### config.mk
export PLATFORM = sky130hd
export DESIGN_NAME = muxn_rr_reg_flat
export DESIGN_NICKNAME = d
export VERILOG_FILES = /design/src/rtl/muxn_rr_reg_if.sv /design/src/rtl/muxn_rr_reg.sv /design/src/flat_wrapper.sv
export SDC_FILE = /design/constraint.sdc
export NUM_CORES = 1
export LEC_CHECK = 0
export ABC_AREA = 0
export BUFFER_PORTS_ARGS = -buffer_cell sky130_fd_sc_hd__clkbuf_2
export CAP_MARGIN = 20
export CORE_MARGIN = 2
export CORE_UTILIZATION = 38
export DETAILED_ROUTE_END_ITERATION = 10
export PLACE_DENSITY = 0.82
export SLEW_MARGIN = 0
export SYNTH_ARGS = -nofsm -noshare
export SYNTH_HDL_FRONTEND = slang
export SYNTH_SLANG_ARGS = --single-unit
### constraint.sdc
create_clock -name CLK -period 2.05 [get_ports CLK]
set_input_delay 0.41 -clock CLK [delete_from_list [all_inputs] [get_ports CLK]]
set_output_delay 0.41 -clock CLK [all_outputs]
set_load 0.02 [all_outputs]
### src/rtl/muxn_rr_reg_if.sv
// Handshake bundle for muxn_rr_reg: N packed input channels plus one registered output.
// Master drives sources and sink-ready; slave is the mux.
interface muxn_rr_reg_if #(
  parameter int width = 32,
  parameter int N     = 4
);
  localparam int SW = $clog2(N);

  logic [N*width-1:0] in_data;
  logic [N-1:0]       in_valid;
  logic [N-1:0]       in_ready;
  logic [width-1:0]   out_data;
  logic               out_valid;
  logic               out_ready;
  logic [SW-1:0]      out_sel;

  modport master (
    output in_data, in_valid, out_ready,
    input  in_ready, out_data, out_valid, out_sel
  );

  modport slave (
    input  in_data, in_valid, out_ready,
    output in_ready, out_data, out_valid, out_sel
  );
endinterface

### src/rtl/muxn_rr_reg.sv
// N-input round-robin mux into a one-entry output register; 1-cycle latency, 1 word/cycle.
// A source is consumed only when its word is captured; a held, unread word drops all in_ready.
module muxn_rr_reg #(
  parameter int  width = 32,
  parameter int  N     = 4,
  localparam int SW    = $clog2(N)
) (
  input  logic         CLK,
  input  logic         RESET,
  muxn_rr_reg_if.slave bus
);
  logic [SW-1:0]    r_ptr;
  logic [SW-1:0]    r_sel;
  logic [width-1:0] r_data;
  logic             r_valid;

  logic             w_can_load;
  logic             w_any_vld;
  logic             w_hi_vld;
  logic             w_accept;
  logic [SW-1:0]    w_hi_gnt;
  logic [SW-1:0]    w_lo_gnt;
  logic [SW-1:0]    w_gnt;
  logic [SW-1:0]    w_ptr_nxt;
  logic [width-1:0] w_gnt_data;

  // Lowest valid index at or above ptr wins; if none, wrap to the lowest valid index overall.
  always_comb begin
    w_any_vld = 1'b0;
    w_lo_gnt  = '0;
    w_hi_vld  = 1'b0;
    w_hi_gnt  = '0;
    for (int i = N - 1; i >= 0; i--) begin
      if (bus.in_valid[i]) begin
        w_any_vld = 1'b1;
        w_lo_gnt  = SW'(i);
        if (SW'(i) >= r_ptr) begin
          w_hi_vld = 1'b1;
          w_hi_gnt = SW'(i);
        end
      end
    end
  end

  assign w_gnt      = w_hi_vld ? w_hi_gnt : w_lo_gnt;
  assign w_can_load = ~r_valid | bus.out_ready;
  assign w_accept   = w_can_load & w_any_vld & ~RESET;
  assign w_gnt_data = bus.in_data[int'(w_gnt)*width +: width];
  assign w_ptr_nxt  = (w_gnt == SW'(N - 1)) ? '0 : w_gnt + SW'(1);

  always_comb begin
    bus.in_ready = '0;
    for (int i = 0; i < N; i++) begin
      bus.in_ready[i] = w_accept & (w_gnt == SW'(i));
    end
  end

  // A new word may overwrite one being drained in the same edge.
  always_ff @(posedge CLK) begin
    if (RESET) begin
      r_valid <= 1'b0;
      r_data  <= '0;
      r_sel   <= '0;
      r_ptr   <= '0;
    end else if (w_accept) begin
      r_valid <= 1'b1;
      r_data  <= w_gnt_data;
      r_sel   <= w_gnt;
      r_ptr   <= w_ptr_nxt;
    end else if (bus.out_ready) begin
      r_valid <= 1'b0;
    end
  end

  assign bus.out_data  = r_data;
  assign bus.out_sel   = r_sel;
  assign bus.out_valid = r_valid;
endmodule
### src/flat_wrapper.sv
// flat-port wrapper written by rule: the top's interface ports become plain ports
module muxn_rr_reg_flat 
#(
  parameter int  width = 32,
  parameter int  N     = 4,
  localparam int SW    = $clog2(N)
)
  (CLK, RESET, bus_in_data, bus_in_valid, bus_out_ready, bus_in_ready, bus_out_data, bus_out_valid, bus_out_sel);
  muxn_rr_reg_if #(.width(width), .N(N)) bus_i ();
  input  logic CLK;
  input  logic RESET;
  input wire logic [$bits(bus_i.in_data)-1:0] bus_in_data;
  input wire logic [$bits(bus_i.in_valid)-1:0] bus_in_valid;
  input wire logic [$bits(bus_i.out_ready)-1:0] bus_out_ready;
  output wire logic [$bits(bus_i.in_ready)-1:0] bus_in_ready;
  output wire logic [$bits(bus_i.out_data)-1:0] bus_out_data;
  output wire logic [$bits(bus_i.out_valid)-1:0] bus_out_valid;
  output wire logic [$bits(bus_i.out_sel)-1:0] bus_out_sel;
  assign bus_i.in_data = bus_in_data;
  assign bus_i.in_valid = bus_in_valid;
  assign bus_i.out_ready = bus_out_ready;
  assign bus_in_ready = bus_i.in_ready;
  assign bus_out_data = bus_i.out_data;
  assign bus_out_valid = bus_i.out_valid;
  assign bus_out_sel = bus_i.out_sel;
  muxn_rr_reg #(.width(width), .N(N)) u_core (.CLK(CLK), .RESET(RESET), .bus(bus_i));
endmodule
==> results of run 1 <==
==> state kept, by name (all words and copies together) (netlist names) <==
| signal | flops |
|---|---|
| u_core.bus.out_data | 32 |
| u_core.bus.out_sel | 2 |
| u_core.r_ptr | 2 |
| u_core.bus.out_valid | 1 |
==> layout by cell type, fill, tap and decap left out, types with 2 or more instances in the layout <==
| master | Yosys | final |
|---|---|---|
| a211o_1 | 32 | 32 |
| and3_4 | 0 | 4 |
| buf_4 | 0 | 27 |
| buf_8 | 0 | 2 |
| clkbuf_1 | 15 | 2 |
| clkbuf_2 | 0 | 170 |
| clkbuf_8 | 0 | 6 |
| dfxtp_1 | 37 | 36 |
| ha_4 | 0 | 2 |
| inv_1 | 3 | 2 |
| mux2i_1 | 34 | 34 |
| nand2_1 | 32 | 32 |
| nand3_1 | 34 | 34 |
| nor2_1 | 7 | 6 |
| nor2b_4 | 1 | 2 |
| o211ai_1 | 32 | 32 |
| o21ai_0 | 34 | 34 |
==> repair_timing <==
item,in CTS,in global routing
gates cloned,0,0
endpoints found under the setup margin,4,5
pin swaps,0,1
setup buffers,2,1
resized for setup,7,6
==> critical path, cell delays in order (launching register included) <==
cell and delay [ns]:
dfxtp_4 0.37, nor2b_4 0.04, or4_4 0.52, nand2_8 0.11, inv_8 0.04, ha_4 0.14
and3_4 0.15, clkbuf_2 0.14
==> routing by layer <==
layer  GRT usage (%)  wire (µm)
met1            26.7       3310
met5               0          0
met3            4.38        693
met2            44.0       4460
met4            7.22         79
==> final cells by class <==
| class | instances | share of cell area (%) |
|---|---|---|
| inverter | 4 | 0.668 |
| clock buffer | 7 | 2.04 |
| multi-input combinational | 228 | 44.5 |
| sequential | 37 | 19.9 |
| tap | 77 | 2.57 |
| timing repair buffer | 202 | 30.1 |
| clock inverter | 1 | 0.200 |
==> logic make-up after synthesis <==
group / Yosys count
adders and majority gates: 4
buffers and inverters: 33
and+or+nand+nor: 85
muxes: 34
DFF: 37
AOI/OAI and AO/OA: 105
==> power by group through the flow <==
| stage | combinational, mW | clock, mW | sequential, mW |
|---|---|---|---|
| floorplan | 0.704 | 0 | 1.09 |
| detailed placement | 1.31 | 0 | 0.939 |
| CTS | 1.34 | 0.521 | 0.926 |
| finish | 1.35 | 0.503 | 0.927 |
| global route | 1.45 | 0.547 | 0.942 |
| global placement | 1.27 | 0 | 0.936 |
==> worst max path at each step <==
stage / from / end / depth (start not counted)
CTS: u_core.r_ptr[0]$_SDFFE_PP0P_ / bus_in_ready[0] / 7
global placement: bus_in_valid[2] / bus_in_ready[0] / 8
finish: u_core.r_ptr[0]$_SDFFE_PP0P_ / bus_in_ready[0] / 7
detailed placement: bus_in_valid[2] / bus_in_ready[3] / 8
floorplan: bus_in_valid[2] / bus_in_ready[0] / 8
global route: u_core.r_ptr[0]$_SDFFE_PP0P_ / bus_in_ready[0] / 7
==> flow_summary.yaml, run 1 <==
clocking:
  cts_root_buffer: "clkbuf_8"
  holdBufCountCts: 0
  cts.sinks: 37
  insertion_delay_ns: 0.28
  cts_buffer_depth: 2
  path_clk_slew_ns: 0.07
  htreeDepth: 2
  cts_buffers: 5
  tritoncts: "done"
setup_path:
  r2r_end: "u_core.bus.out_data[21]$_SDFFE_PP0P_"
  worst_ep_arrival_time_ns: 1.82
  r2r_cells: 8
  crit_path_end_kind: "output port"
  start_kind: "flip-flop"
  crit_required_ns: 1.64
  critPathMaxFanout: 4
  rrSetupSlack_ns: 0.15
  criticalPathCategory: "flip-flop to output port"
  rr_startpoint: "u_core.r_ptr[0]$_SDFFE_PP0P_"
run:
  cap_viol_max_count: 0
floorplan:
  fp-row-count: 29
  dieHeight_um: 85.1
  initial_utilization_pct: 39.3
  die_w_um: 85.1
  io-pin-count: 174
  dieArea_mm2: 0.00723
  core_area_mm2: 0.00635
yosys:
  synth.yosys.warnings: 0
  synth.most_common_cell: "dfxtp_1"
  synthFlopType: "dfxtp_1"
  syn_inst: 298
  synth_area_leaders: "dfxtp_1 30%, mux2i_1 14%, a211o_1 11%"
  syn-cell-area_mm2: 0.00250
  muxShareOfSynthArea_pct: 13.6
  synth_area_per_cell_um2: 8.38
  syn_nets: 437
  synthXorXnorAreaFrac_pct: 0
  synth_top_area_share_pct: 29.7
  synthAdderAreaFrac_pct: 2.01
  synth_top_family_by_area: "compound AO/OA/AOI/OAI gates"
  synth-seq-cells: 37
  yosys.area_share.simple_pct: 17.1
  synth_compound_area_share_pct: 30.8
  ys_top_cells_by_count: "37 x dfxtp_1, 34 x mux2i_1, 34 x nand3_1, 34 x o21ai_0"
  synth_largest_area_cell: "dfxtp_1"
  synth_edf_count: 0
  ys_async_sr_fraction_pct: 0
  yosysSeqAreaShare_pct: 29.7
  ys_types: 29
final_layout:
  post-route-util_pct: 59.0
  multiInputGateArea_mm2: 0.00167
  diodes: 0
  fin_area_mm2: 0.00375
  finalNetCount: 617
  finalNonFillerCells: 556
  syn_to_final_growth_pct: 50.1
  fill_cells: 575
  ff_latch_area_um2: 744
  drive_above_1_share_pct: 48.0
route:
  drt_first_pass_iters: 4
  vias: 3040
  wl_per_cell_um: 15.4
  routed_wl_mm: 8.55
  drt_iter0_drc: 116
  ant_nets: 0
  drc: 0
  vias_per_cell: 5.47
sta:
  slew_headroom_pct: 73.2
  fin_crit_ns: 2.23
  finalSetupViolCount: 4
  tightest_slew_ns: 0.402
  maxSlewViolCount: 0
  rsz0062_at_grt: "yes"
  timing.fmax_mhz: 449
  tns_ns: -0.625
  setup_ws_ns: -0.176
  post-route-period-util_pct: 109
  whs_ns: 0.398
  hold_violations: 0
  fin_worst_skew_ns: 0.00331
placed_design:
  dp_cells: 545
  hpwlAfterDp_mm: 6.48
  place_area_mm2: 0.00360
  gp_congestion: 0.795
  io_buffers: 173
  place_ws_ns: -0.166
power:
  power_mw: 2.78
  p_int_mw: 1.67
  pwr_density_cell_mw_per_mm2: 741
  switching_power_mw: 1.10
  leakage_nw: 1.85
  seq_power_share_pct: 33.4
  peakVddDrop_v: 0.000362
  swShare_pct: 39.7
  pwr-share-clk_pct: 18.1
  pwr-share-comb_pct: 48.5
min_path:
  holdPathStages: 2
  holdPathEnd: "u_core.r_ptr[0]$_SDFFE_PP0P_"
  hold_path_class: "input pin to flip-flop"
  hp-start: "RESET"
global_routing:
  gr-usage-all-layers_pct: 23.5
  grt_pass1_wl_mm: 13.8
  grt_antenna_before_repair: 0
  grt_pass1_vias: 3046
  grt_max_degree: 33
  grt-ovfl-total: 0
status:
  violations: "negative setup slack"
  status: "complete, but fails checks"
(Power assumes the default switching activity.)
==> run 2, diff against run 1 <==
ABC_AREA = 1   (was 0)
PLACE_DENSITY = 0.81   (was 0.82)
==> run 2 against run 1 <==
The run still ends with negative setup slack left. Sequential share of layout area is 0.41 points higher. Combinational power shrank 21%. Design area fell by 1.5%.
==> flow_summary.yaml, run 2 <==
status:
  status: "complete, but fails checks"
  violations: "negative setup slack"
clocking:
  cts_buffer_depth: 2
  tritoncts: "done"
  cts.sinks: 37
  htreeDepth: 2
  insertion_delay_ns: 0.28
  path_clk_slew_ns: 0.08
  holdBufCountCts: 0
  cts_root_buffer: "clkbuf_8"
  cts_buffers: 5
yosys:
  synth.most_common_cell: "nand2_1"
  ys_async_sr_fraction_pct: 0
  synthFlopType: "dfxtp_1"
  syn_nets: 573
  syn_inst: 434
  ys_types: 24
  yosysSeqAreaShare_pct: 28.6
  ys_top_cells_by_count: "173 x nand2_1, 104 x nand3_1, 37 x dfxtp_1"
  synth_largest_area_cell: "dfxtp_1"
  synth_area_leaders: "dfxtp_1 29%, nand2_1 25%, nand3_1 20%"
  synth_edf_count: 0
  synth-seq-cells: 37
  syn-cell-area_mm2: 0.00259
  synth.yosys.warnings: 0
  synth_top_area_share_pct: 28.6
  synth_area_per_cell_um2: 5.97
power:
  peakVddDrop_v: 0.000295
  power_mw: 2.50
  pwr-share-clk_pct: 21.7
  switching_power_mw: 0.992
  swShare_pct: 39.6
  leakage_nw: 2.11
  p_int_mw: 1.51
  seq_power_share_pct: 35.8
  pwr-share-comb_pct: 42.4
  pwr_density_cell_mw_per_mm2: 679
sta:
  tightest_slew_ns: 0.511
  finalSetupViolCount: 3
  setup_ws_ns: -0.0247
  slew_headroom_pct: 66.0
  maxSlewViolCount: 0
  post-route-period-util_pct: 101
  rsz0062_at_grt: "yes"
  hold_violations: 0
  fin_worst_skew_ns: 0.00101
  fin_crit_ns: 2.07
  timing.fmax_mhz: 482
setup_path:
  slowest_delay_ns: 0.38
  rr_startpoint: "u_core.r_ptr[1]$_SDFFE_PP0P_"
  start_kind: "flip-flop"
  crit_chain: "nand2_2 > nand2_2 > a21oi_1 > nor2_4 > nand2_4 > inv_4 > ha_4 > inv_2 > nor2_1 > buf_4"
  crit_path_end_kind: "output port"
  critical-path-slowest-cell: "dfxtp_4"
  crit_start: "u_core.r_ptr[1]$_SDFFE_PP0P_"
  worst_path_most_repeated_cell: "nand2_2"
  criticalPathCategory: "flip-flop to output port"
  critPathMaxFanout: 5
  crit_required_ns: 1.64
  worst_ep_arrival_time_ns: 1.66
global_routing:
  grt_antenna_before_repair: 0
  grt_pass1_vias: 3017
  gr-usage-all-layers_pct: 22.0
  grt_max_degree: 52
  grt-ovfl-total: 0
  grt_pass1_wl_mm: 13.2
min_path:
  hp-start: "RESET"
  hold_path_class: "input pin to flip-flop"
floorplan:
  initial_utilization_pct: 38.8
  dieArea_mm2: 0.00749
  core_area_mm2: 0.00668
  io-pin-count: 174
  dieHeight_um: 86.6
  fp-row-count: 30
  die_w_um: 86.6
route:
  drc: 0
  vias: 3388
  wl_per_cell_um: 12.6
  routed_wl_mm: 8.62
  drt_first_pass_iters: 4
  ant_nets: 0
  vias_per_cell: 4.94
  drt_iter0_drc: 149
placed_design:
  dp_cells: 674
  io_buffers: 173
  hpwlAfterDp_mm: 6.53
  gp_congestion: 0.893
final_layout:
  finalNetCount: 744
  final_common_cell: "nand2_1"
  largest_register_ffs: 32
  finalNonFillerCells: 686
  post-route-util_pct: 55.2
  final_cell_mix: "172 x nand2_1, 169 x clkbuf_2, 103 x nand3_1"
  syn_to_final_growth_pct: 42.4
  drive_above_1_share_pct: 37.3
  diodes: 0
run:
  cap_viol_max_count: 0
==> run 2: what timing repair did <==
item | CTS | global route
pin swaps | 4 | 6
gates resized for setup | 13 | 12
endpoints found under the setup margin | 4 | 4
buffers inserted | 2 | 2
==> run 2: metrics by stage <==
stage               worst slack [ns]  setup TNS (ns)  hold slack (ns)  area (µm²)
floorplan                     0.0199               0            0.476        2590
global route                  -0.132          -0.503            0.302        3690
detailed placement            0.0885               0            0.461        3490
CTS                          -0.0593          -0.220            0.287        3630
global placement               0.132               0            0.457        3490
finish                       -0.0247         -0.0520            0.297        3690
==> run 2: critical path: cells and delay by family, from the launching register on <==
kind,cells,cell delay (ns)
DFF,1,0.38
and+or+nand+nor,5,0.33
buffers and inverters,3,0.26
AOI/OAI and AO/OA,1,0.25
adders and majority gates,1,0.15
==> run 2: path summary, 6_finish.rpt <==
kind	cells past startpoint	slack, ns	end
setup reg to reg	13	0.16	u_core.bus.out_data[3]$_SDFFE_PP0P_
hold / removal	2	0.30	u_core.r_ptr[0]$_SDFFE_PP0P_
setup / recovery	10	-0.02	bus_in_ready[3]
hold reg to reg	2	0.47	u_core.bus.out_data[6]$_SDFFE_PP0P_
==> run 2: kinds of logic after synthesis <==
logic type      Yosys count  synth area share [%]
fa+ha+maj                 4                  1.93
flops                    37                  28.6
buf+inv                  56                  11.0
simple gates            310                  52.5
compound gates           27                  5.99
==> run 2: area by class of cell <==
class	instances	area [µm²]
Clock inverter	2	13.8
Fill cell	683	2990
Inverter	28	110
Clock buffer	6	82.6
Sequential cell	37	748
Multi-Input combinational cell	341	1610
Tap cell	80	100
Timing Repair Buffer	192	1020
==> run 2: layer usage <==
layer / wire (µm) / global-route usage [%] / share of wire (%)
met3: 695 / 4.95 / 8.1
met5: 0 / 0 / 0
met4: 148 / 7.10 / 1.7
met1: 3470 / 24.2 / 40
met2: 4310 / 41.3 / 50
==> run 2: power by group through the flow <==
stage / Clock, mW / Combinational (mW) / Sequential, mW
finish: 0.544 / 1.06 / 0.898
global route: 0.599 / 1.18 / 0.911
CTS: 0.566 / 1.04 / 0.897
detailed placement: 0 / 1.03 / 0.911
global placement: 0 / 1.00 / 0.906
floorplan: 0 / 0.550 / 1.03
==> run 3, diff against run 2 <==
RECOVER_POWER = 50   (was not set)
==> run 3 against run 2 <==
The run still ends with negative setup slack left. Register-to-register slack hardly changed. Maximum frequency decreased by 0.21%. Combinational power about the same. Total power is 1.1% lower. Setup slack got worse by 0.0044 ns. Global-route usage is the same. Sequential power hardly changed.
==> flow_summary.yaml, run 3 (synthesis gave the netlist of run 2 again) <==
setup_path:
  critPathMaxFanout: 5
  crit_chain: "nand2_2 > nand2_2 > a21oi_1 > nor2_4 > nand2_4 > inv_4 > ha_4 > inv_2 > nor2_1 > buf_4"
  criticalPathCategory: "flip-flop to output port"
  crit_required_ns: 1.64
  worst_path_most_repeated_cell: "nand2_2"
  crit_path_end_kind: "output port"
  slowest_delay_ns: 0.37
  worst_ep_arrival_time_ns: 1.67
  start_kind: "flip-flop"
  critPathTopFamily: "flip-flops"
  critical-path-slowest-cell: "dfxtp_4"
  crit_buf_inv: 3
floorplan:
  die_w_um: 86.6
  core_area_mm2: 0.00668
  fp-row-count: 30
  initial_utilization_pct: 38.8
  dieArea_mm2: 0.00749
  io-pin-count: 174
  dieHeight_um: 86.6
power:
  seq_power_share_pct: 36.2
  swShare_pct: 40.1
  leakage_nw: 2.00
  pwr_density_cell_mw_per_mm2: 680
  pwr-share-clk_pct: 22.0
  p_int_mw: 1.49
  pwr-share-comb_pct: 41.8
  power_mw: 2.48
  switching_power_mw: 0.993
  peakVddDrop_v: 0.000293
route:
  ant_nets: 0
  routed_wl_mm: 8.66
  vias: 3401
  drt_first_pass_iters: 7
  drc: 0
  drt_iter0_drc: 138
  wl_per_cell_um: 12.6
  vias_per_cell: 4.96
sta:
  fin_crit_ns: 2.08
  setup_ws_ns: -0.0290
  timing.fmax_mhz: 481
  post-route-period-util_pct: 101
  rsz0062_at_grt: "yes"
  finalSetupViolCount: 3
  maxSlewViolCount: 0
  slew_headroom_pct: 50.8
  hold_violations: 0
  fin_worst_skew_ns: 0.00224
  tightest_slew_ns: 0.738
final_layout:
  largest_register_ffs: 32
  syn_to_final_growth_pct: 40.6
  diodes: 0
  finalNonFillerCells: 686
  finalNetCount: 744
  drive_above_1_share_pct: 31.5
  final_cell_mix: "172 x nand2_1, 135 x clkbuf_2, 103 x nand3_1"
  final_common_cell: "nand2_1"
clocking:
  tritoncts: "done"
  insertion_delay_ns: 0.28
  cts.sinks: 37
  cts_buffers: 5
  cts_buffer_depth: 2
  cts_root_buffer: "clkbuf_8"
  holdBufCountCts: 0
  path_clk_slew_ns: 0.08
  htreeDepth: 2
global_routing:
  grt_max_degree: 52
  gr-usage-all-layers_pct: 22.0
  grt_antenna_before_repair: 0
  grt_pass1_wl_mm: 13.2
  grt-ovfl-total: 0
  grt_pass1_vias: 3017
placed_design:
  hpwlAfterDp_mm: 6.53
  gp_congestion: 0.893
  dp_cells: 674
  io_buffers: 173
run:
  cap_viol_max_count: 0
status:
  status: "complete, but fails checks"
  violations: "negative setup slack"
min_path:
  hold_path_class: "input pin to flip-flop"
## run 3: worst register-to-register path, delay by kind of cell, from the launching register on
| family | cells | cell delay (ns) |
|---|---|---|
| buf+inv | 4 | 0.51 |
| simple gates | 7 | 0.54 |
| flops | 1 | 0.37 |
| compound gates | 2 | 0.37 |
## run 3: what timing repair did
action / in CTS / in global routing
resized for setup: 13 / 12
pin swaps: 4 / 6
hold endpoints to repair: 0 / 0
setup endpoints to repair: 4 / 4
buffers inserted: 2 / 2
## run 3: cell type report
class                   count  area [µm²]
inverters                  28         110
clock buffers               6        82.6
fillers                   704        3040
multi-input cells         341        1610
repair buffers            192         976
well taps                  80         100
flip-flops and latches     37         748
clock inverters             2        13.8
## run 3: metal layers
| layer | GRT usage [%] | vias up | share of wire (%) |
|---|---|---|---|
| li1 | - | 1730 | - |
| met1 | 24.2 | 1498 | 41 |
| met2 | 41.3 | 159 | 50 |
| met3 | 4.95 | 14 | 7.6 |
| met4 | 7.10 | 0 | 1.7 |
| met5 | 0 | - | 0 |
## run 3: stage by stage
step                      instance area, µm²  hold WS [ns]  setup TNS [ns]  utilization, %  setup WS (ns)
final                                   3640         0.298         -0.0649            54.5        -0.0290
after global routing                    3640         0.302          -0.503            54.5         -0.132
after CTS                               3630         0.287          -0.220            54.4        -0.0593
after detailed placement                3490         0.461               0            52.3         0.0885
after global placement                  3490         0.457               0            52.3          0.132
after floorplan                         2590         0.476               0               -         0.0199
## run 3: final timing paths
| check | startpoint | end | slack, ns | depth (start not counted) |
|---|---|---|---|---|
| setup / recovery | u_core.r_ptr[0]$_SDFFE_PP0P_ | bus_in_ready[1] | -0.03 | 10 |
| hold / removal | RESET | u_core.r_ptr[0]$_SDFFE_PP0P_ | 0.30 | 2 |
| setup reg to reg | u_core.r_ptr[0]$_SDFFE_PP0P_ | u_core.bus.out_data[3]$_SDFFE_PP0P_ | 0.15 | 13 |
| hold reg to reg | u_core.bus.out_data[6]$_SDFFE_PP0P_ | u_core.bus.out_data[6]$_SDFFE_PP0P_ | 0.47 | 2 |
## run 3: power by group through the flow
| stage | Combinational (mW) | Sequential [mW] | Clock (mW) |
|---|---|---|---|
| floorplan | 0.550 | 1.03 | 0 |
| global placement | 1.00 | 0.906 | 0 |
| detailed placement | 1.03 | 0.911 | 0 |
| CTS | 1.04 | 0.897 | 0.566 |
| global route | 1.15 | 0.911 | 0.599 |
| finish | 1.04 | 0.897 | 0.545 |
